`config.mk`:
```
export PLATFORM = sky130hd
export DESIGN_NAME = truth_table_test_sequencer
export DESIGN_NICKNAME = d
export VERILOG_FILES = /design/src/rtl/truth_table_test_sequencer.sv
export SDC_FILE = /design/constraint.sdc
export NUM_CORES = 1
export LEC_CHECK = 0
export BUFFER_PORTS_ARGS = -buffer_cell sky130_fd_sc_hd__buf_2
export CAP_MARGIN = 20
export CORE_MARGIN = 5
export CORE_UTILIZATION = 52
export DETAILED_ROUTE_END_ITERATION = 8
export GPL_TIMING_DRIVEN = 0
export PLACE_DENSITY = 0.8
export SYNTH_ARGS = -nofsm -noshare
export SYNTH_HDL_FRONTEND = slang
export SYNTH_SLANG_ARGS = --single-unit
```
`constraint.sdc`:
```
create_clock -name i_clk -period 3 [get_ports i_clk]
set_clock_uncertainty 0.15 [all_clocks]
set_input_delay 0.9 -clock i_clk [delete_from_list [all_inputs] [get_ports i_clk]]
set_output_delay 0.9 -clock i_clk [all_outputs]
set_load 0.01 [all_outputs]
```
`src/rtl/truth_table_test_sequencer.sv`:
```
// -----------------------------------------------------------------------------
// truth_table_test_sequencer
//
// Walks a truth-table test over CH_NUM channels. For each vector it reads
// stimulus/expected/mask words from an external vector RAM, drives the
// stimulus, waits a programmable settle time, strobes the per-channel
// detectors and reports one pass/fail result per vector.
//
// Configuration macro:
//   STOP_ON_FAIL_EN - when defined, the first failing vector ends the run
//                     early and raises o_stopped; otherwise o_stopped is 0.
//
// Ports:
//   i_clk, i_rst          clock, asynchronous active-low reset
//   i_start, i_abort      one-cycle run control pulses
//   i_vec_last            index of the last vector (latched at start)
//   i_settle_cyc          settle cycles after stimulus change (latched)
//   o_vec_rd, o_vec_addr  vector RAM read; data returns one cycle later on
//   i_vec_stim/expect/mask
//   o_stim                stimulus to the device under test
//   i_sample              device response
//   o_chan_vld            per-channel detector strobe (SAMPLE only)
//   o_truth_data          per-channel match bit (sample equals expected)
//   i_detect_vld          per-channel detector result, 1 = pass
//   o_res_*               per-vector result, held until the next result
//   o_err_cnt             failing vectors in the current run
//   o_busy, o_done        run in progress / run-complete pulse
//   o_stopped             run ended early on a failing vector
//
// Result, done and busy outputs are registered, so each appears one cycle
// after the FSM state that produces it.
// -----------------------------------------------------------------------------
module truth_table_test_sequencer #(
  parameter int CH_NUM   = 16,
  parameter int VEC_AW   = 8,
  parameter int SETTLE_W = 16
) (
  input  logic                i_clk,
  input  logic                i_rst,
  input  logic                i_start,
  input  logic                i_abort,
  input  logic [VEC_AW-1:0]   i_vec_last,
  input  logic [SETTLE_W-1:0] i_settle_cyc,
  output logic                o_vec_rd,
  output logic [VEC_AW-1:0]   o_vec_addr,
  input  logic [CH_NUM-1:0]   i_vec_stim,
  input  logic [CH_NUM-1:0]   i_vec_expect,
  input  logic [CH_NUM-1:0]   i_vec_mask,
  output logic [CH_NUM-1:0]   o_stim,
  input  logic [CH_NUM-1:0]   i_sample,
  output logic [CH_NUM-1:0]   o_chan_vld,
  output logic [CH_NUM-1:0]   o_truth_data,
  input  logic [CH_NUM-1:0]   i_detect_vld,
  output logic                o_res_vld,
  output logic [VEC_AW-1:0]   o_res_addr,
  output logic                o_res_fail,
  output logic [CH_NUM-1:0]   o_res_fail_map,
  output logic [VEC_AW:0]     o_err_cnt,
  output logic                o_busy,
  output logic                o_done,
  output logic                o_stopped
);

  typedef enum logic [2:0] {
    S_IDLE, S_FETCH, S_LOAD, S_SETTLE, S_SAMPLE, S_REPORT, S_DONE
  } state_t;

  state_t              state_q, state_d;
  logic [VEC_AW-1:0]   addr_q, vec_last_q;
  logic [SETTLE_W-1:0] settle_q, settle_cnt_q;
  logic [CH_NUM-1:0]   expect_q, mask_q, fail_map_q;

  // Busy stays high through the visible o_done cycle, so gating start with
  // it keeps "start while busy is ignored" true even after the FSM is idle.
  logic start_ok, aborting, rpt_fail, stop_now;
  assign start_ok = (state_q == S_IDLE) && i_start && !o_busy;
  assign aborting = (state_q != S_IDLE) && i_abort;
  assign rpt_fail = |fail_map_q;

`ifdef STOP_ON_FAIL_EN
  assign stop_now = rpt_fail;
`else
  assign stop_now = 1'b0;
`endif

  // ---------------------------------------------------------------------------
  // Next-state logic
  // ---------------------------------------------------------------------------
  always_comb begin
    // NOTE: default first so every path assigns state_d and no latch forms.
    state_d = state_q;
    unique case (state_q)
      S_IDLE:   if (start_ok) state_d = S_FETCH;
      S_FETCH:  state_d = S_LOAD;
      S_LOAD:   state_d = S_SETTLE;
      S_SETTLE: if (settle_cnt_q == SETTLE_W'(1)) state_d = S_SAMPLE;
      S_SAMPLE: state_d = S_REPORT;
      S_REPORT: state_d = (stop_now || addr_q == vec_last_q) ? S_DONE : S_FETCH;
      S_DONE:   state_d = S_IDLE;
      default:  state_d = S_IDLE;
    endcase
    if (aborting) state_d = S_IDLE;
  end

  // ---------------------------------------------------------------------------
  // State register and datapath
  // ---------------------------------------------------------------------------
  always_ff @(posedge i_clk or negedge i_rst) begin
    if (!i_rst) begin
      state_q        <= S_IDLE;
      addr_q         <= '0;
      vec_last_q     <= '0;
      settle_q       <= '0;
      settle_cnt_q   <= '0;
      expect_q       <= '0;
      mask_q         <= '0;
      fail_map_q     <= '0;
      o_stim         <= '0;
      o_res_vld      <= 1'b0;
      o_res_addr     <= '0;
      o_res_fail     <= 1'b0;
      o_res_fail_map <= '0;
      o_err_cnt      <= '0;
      o_busy         <= 1'b0;
      o_done         <= 1'b0;
    end else begin
      // NOTE: non-blocking throughout so every register samples pre-edge values.
      state_q   <= state_d;
      o_res_vld <= 1'b0;
      o_done    <= 1'b0;

      if (o_done) o_busy <= 1'b0;

      if (start_ok) begin
        o_busy     <= 1'b1;
        o_err_cnt  <= '0;
        addr_q     <= '0;
        vec_last_q <= i_vec_last;
        settle_q   <= i_settle_cyc;
      end

      unique case (state_q)
        S_LOAD: begin
          o_stim       <= i_vec_stim;
          expect_q     <= i_vec_expect;
          mask_q       <= i_vec_mask;
          // A zero setting still gives one settle cycle.
          settle_cnt_q <= (settle_q == '0) ? SETTLE_W'(1) : settle_q;
        end
        S_SETTLE: settle_cnt_q <= settle_cnt_q - SETTLE_W'(1);
        // Masked channels can never fail, whatever the detector reports.
        S_SAMPLE: fail_map_q <= ~i_detect_vld & mask_q;
        S_REPORT: if (!i_abort) begin
          o_res_vld      <= 1'b1;
          o_res_addr     <= addr_q;
          o_res_fail     <= rpt_fail;
          o_res_fail_map <= fail_map_q;
          o_err_cnt      <= o_err_cnt + (VEC_AW+1)'(rpt_fail);
          if (state_d == S_FETCH) addr_q <= addr_q + VEC_AW'(1);
        end
        S_DONE: if (!i_abort) o_done <= 1'b1;
        default: ;
      endcase

      if (aborting) begin
        o_stim <= '0;
        o_busy <= 1'b0;
      end
    end
  end

`ifdef STOP_ON_FAIL_EN
  always_ff @(posedge i_clk or negedge i_rst) begin
    if (!i_rst)                                            o_stopped <= 1'b0;
    else if (start_ok)                                     o_stopped <= 1'b0;
    else if (state_q == S_REPORT && !i_abort && rpt_fail)  o_stopped <= 1'b1;
  end
`else
  assign o_stopped = 1'b0;
`endif

  // ---------------------------------------------------------------------------
  // Combinational outputs
  // ---------------------------------------------------------------------------
  assign o_vec_rd     = (state_q == S_FETCH);
  assign o_vec_addr   = addr_q;
  assign o_chan_vld   = (state_q == S_SAMPLE) ? mask_q : '0;
  assign o_truth_data = (state_q == S_SAMPLE) ? ~(i_sample ^ expect_q) : '0;

endmodule

```
==> Flow_metrics.wiki <==
{| class="wikitable"
! Metric !! Value
|-
| Avg Cell Area, Syn || 9.48 um^2
|-
| Post-route antenna net violation count || 0
|-
| Final-stage net count || 1062
|-
| Detailed-route vias per instance || 5.22
|-
| Fill count || 1088
|-
| Max cap viols || 0
|-
| Global-route wire length before repair || 30100 um
|-
| CP top delay family || buffers and inverters
|-
| Diode insertion count for antenna repair || 0
|-
| Die outline area || 0.0156 mm^2
|-
| Sink Count || 152
|-
| Register-to-Register Setup Slack || 560 ps
|-
| Data required time at the worst endpoint || 1950 ps
|-
| Total power after layout || 0.00741 W
|-
| Dominant register cell in the synthesized netlist || sky130_fd_sc_hd__dfrtp_1
|-
| Global Route Usage Sum || 23.8%
|-
| Count of warnings emitted by yosys || 0
|-
| Unrepaired setup endpoints after global routing || false
|-
| Final period demand of the worst path || 2860 ps
|-
| Number of flops mapped to enable cells by yosys || 0
|-
| Run status || completed
|-
| Total number of vias || 5944
|-
| Slew of the pin with the lowest slew margin || 651 ps
|-
| Count of state elements after synthesis || 152
|-
| Share of final-layout standard cells stronger than drive strength 1 || 29.1%
|-
| Highest-count cells in the layout ignoring fill and taps || sky130_fd_sc_hd__nand2_1, sky130_fd_sc_hd__buf_2, sky130_fd_sc_hd__dfrtp_1, sky130_fd_sc_hd__clkbuf_1, sky130_fd_sc_hd__nor2_1
|-
| Asr flop ratio synth || 100%
|-
| CTS tree || done
|-
| Largest stage delay on the critical path || 460 ps
|-
| Residual DRC count || 0
|-
| Sequential cell area fraction in the yosys report || 55.2%
|-
| Reg2reg start || state_q[1]$_DFF_PN0_
|-
| Mapped Nets || 839
|-
| Worst Setup End Kind || primary output
|-
| X dimension of the die || 125 um
|-
| Period utilization || 95.3%
|-
| List of cells traversed by the critical path || nor2_4 > nand2_1 > buf_2 > clkbuf_4 > nor2_1 > buf_2
|-
| Detailed placer's ending HPWL || 13200 um
|-
| Initial core utilization || 52.4%
|-
| WL final || 18400 um
|-
| Die Span Y || 125 um
|-
| Count of final hold-check violations || 0
|-
| Num ports || 203
|-
| Critical Path Most Common Cell || sky130_fd_sc_hd__buf_2
|-
| Clk pin slew, worst setup/hold paths || 60 ps
|-
| Number of design-rule violations left by the first detailed-router iteration || 450
|-
| Total clock buffers created by CTS || 17
|-
| Cell count after synthesis || 726
|-
| Gp weighted congestion || 0.848
|-
| Count of endpoints failing setup in the final report || 0
|-
| Core outline area || 0.0131 mm^2
|-
| Arr. time, crit path || 1810 ps
|-
| Final critical-path setup slack || 141 ps
|-
| Post-synth cell types || 43
|-
| Pins Over Slew Limit || 0
|-
| Peak supply drop || 511 uV
|-
| End of the worst register-to-register path || o_vec_addr[0]$_DFF_PN0_
|-
| Worst max-slew margin expressed relative to the limit || 56.4%
|-
| Minimum hold slack || 319 ps
|-
| Depth of the worst register-to-register path || 5
|-
| Cell area after synthesis || 0.00689 mm^2
|-
| GR Overflow Total || 0
|-
| Most frequent standard cell in the layout excluding fill and tap cells || sky130_fd_sc_hd__nand2_1
|-
| Worst-path cell with the longest stage delay || sky130_fd_sc_hd__dfrtp_2
|-
| Layout overhead on the synthesized area || 27.0%
|-
| Nature of the critical path startpoint || register
|-
| Type of the setup path with the least slack || register to primary output
|-
| Detailed-routing iteration count for the pre-antenna-repair pass || 4
|-
| Count of buffer and inverter cells on the critical path || 3
|-
| H-tree levels || 4
|-
| Worst Setup Slack post-DPL || -15.4 ps
|-
| Final sum of negative setup slack || 0 ps
|-
| Antenna violations before repair || 1
|-
| Maximum achievable frequency || 350 MHz
|-
| Routed len/inst || 16.2 um
|-
| Number of global-route vias before repair || 5865
|-
| Worst skew pair latency || 430 ps
|-
| Maximum buffer depth of the clock tree || 2
|-
| Crit path max fanout || 10
|-
| Leakage power total || 4.71 nW
|-
| Pwr Density || 847 mW/mm^2
|-
| FP Rows || 42
|-
| Root Buffer Master || sky130_fd_sc_hd__clkbuf_16
|-
| PortBufs || 201
|-
| Worst min-delay path category || primary input to asynchronous set/reset pin
|-
| Maximum number of pins on one net before global-route repair || 83
|}
flip-flops by register name, summed over array words and instances, names as in the netlist, 3 cells and up:
| signal | cells |
|---|---|
| vec_last_q | 8 |
| o_vec_addr | 8 |
| fail_map_q | 16 |
| o_err_cnt | 9 |
| mask_q | 16 |
| o_stim | 16 |
| settle_q | 16 |
| expect_q | 16 |
| o_res_fail_map | 16 |
| state_q | 3 |
| settle_cnt_q | 16 |
| o_res_addr | 8 |
report_power, final:
part,internal (W),total [W],switching [W]
clock,0.00116,0.00207,0.000909
sequential,0.00267,0.00322,0.000556
combinational,0.000840,0.00212,0.00128
worst max-delay path by stage:
stage,slack (ps),cells after the start,startpoint,end
final,140,6,state_q[0]$_DFF_PN0_,o_truth_data[12]
after global routing,5,6,state_q[0]$_DFF_PN0_,o_truth_data[11]
after CTS,30,4,state_q[2]$_DFF_PN0_,o_chan_vld[6]
after detailed placement,-20,6,state_q[1]$_DFF_PN0_,o_truth_data[11]
after global placement,-1330,1,i_rst,expect_q[9]$_DFFE_PN0P_
after floorplan,570,5,state_q[1]$_DFF_PN0_,o_truth_data[10]
per-stage QoR:
step                      util, %  instances  cell area (um^2)
after floorplan                 -        726              6890
final                        66.6       1138              8750
after CTS                    66.5       1138              8740
after global routing         66.6       1138              8750
after detailed placement     62.0       1104              8150
after global placement       61.7       1103              8110
cell usage after synthesis, drive strengths merged (2+ instances only):
library cell    n  share of area [%]
nand2         238                 13
dfrtp         152                 55
clkbuf         38                2.1
nor2           37                2.1
a21oi          30                2.2
xor2           30                3.8
o21ai          28                2.0
mux2           26                4.3
and3           23                2.1
nand2b         21                1.9
nor4           14                1.7
mux2i          12                1.7
o22ai          11                1.0
nand3          10               0.73
nor3            7               0.51
a221o           5               0.73
ha              5               0.91
inv             5               0.27
nand4           5               0.45
nor2b           4               0.36
or4             4               0.60
or2             3               0.27
a22o            2               0.25
nor3b           2               0.22
xnor2           2               0.25
kinds of logic after synthesis:
logic type      synth area share [%]
simple gates                    24.1
flops                           55.2
compound gates                  7.18
buf+inv                         2.45
mux                             6.00
xor+xnor                        4.07
fa+ha+maj                      0.909
other cells                   0.0545
layer usage:
layer  vias up  GRT usage [%]  share of wire (%)
met4         2           7.97                1.8
li1       2871              -                  -
met3        24           6.35                6.3
met1      2858           31.5                 44
met5         -              0              0.038
met2       189           38.4                 48
final cells by class:
cell class                      count  area [um^2]  share of cell area (%)
Timing Repair Buffer              204         1050                    12.1
Inverter                            5         18.8                   0.215
Tap cell                          176          220                    2.52
Clock inverter                     15          144                    1.65
Clock buffer                       17          425                    4.86
Buffer                             39          156                    1.79
Multi-Input combinational cell    530         2920                    33.4
Sequential cell                   152         3810                    43.5
timing repair:
| action | 4_1_cts | 5_1_grt |
|---|---|---|
| setup buffers | 2 | 0 |
| hold buffers | 0 | 0 |
| resized for setup | 5 | 5 |
| gates cloned | 0 | 0 |
| setup endpoints to repair | 26 | 19 |
| pin swaps | 1 | 0 |
(Power assumes the default switching activity.)
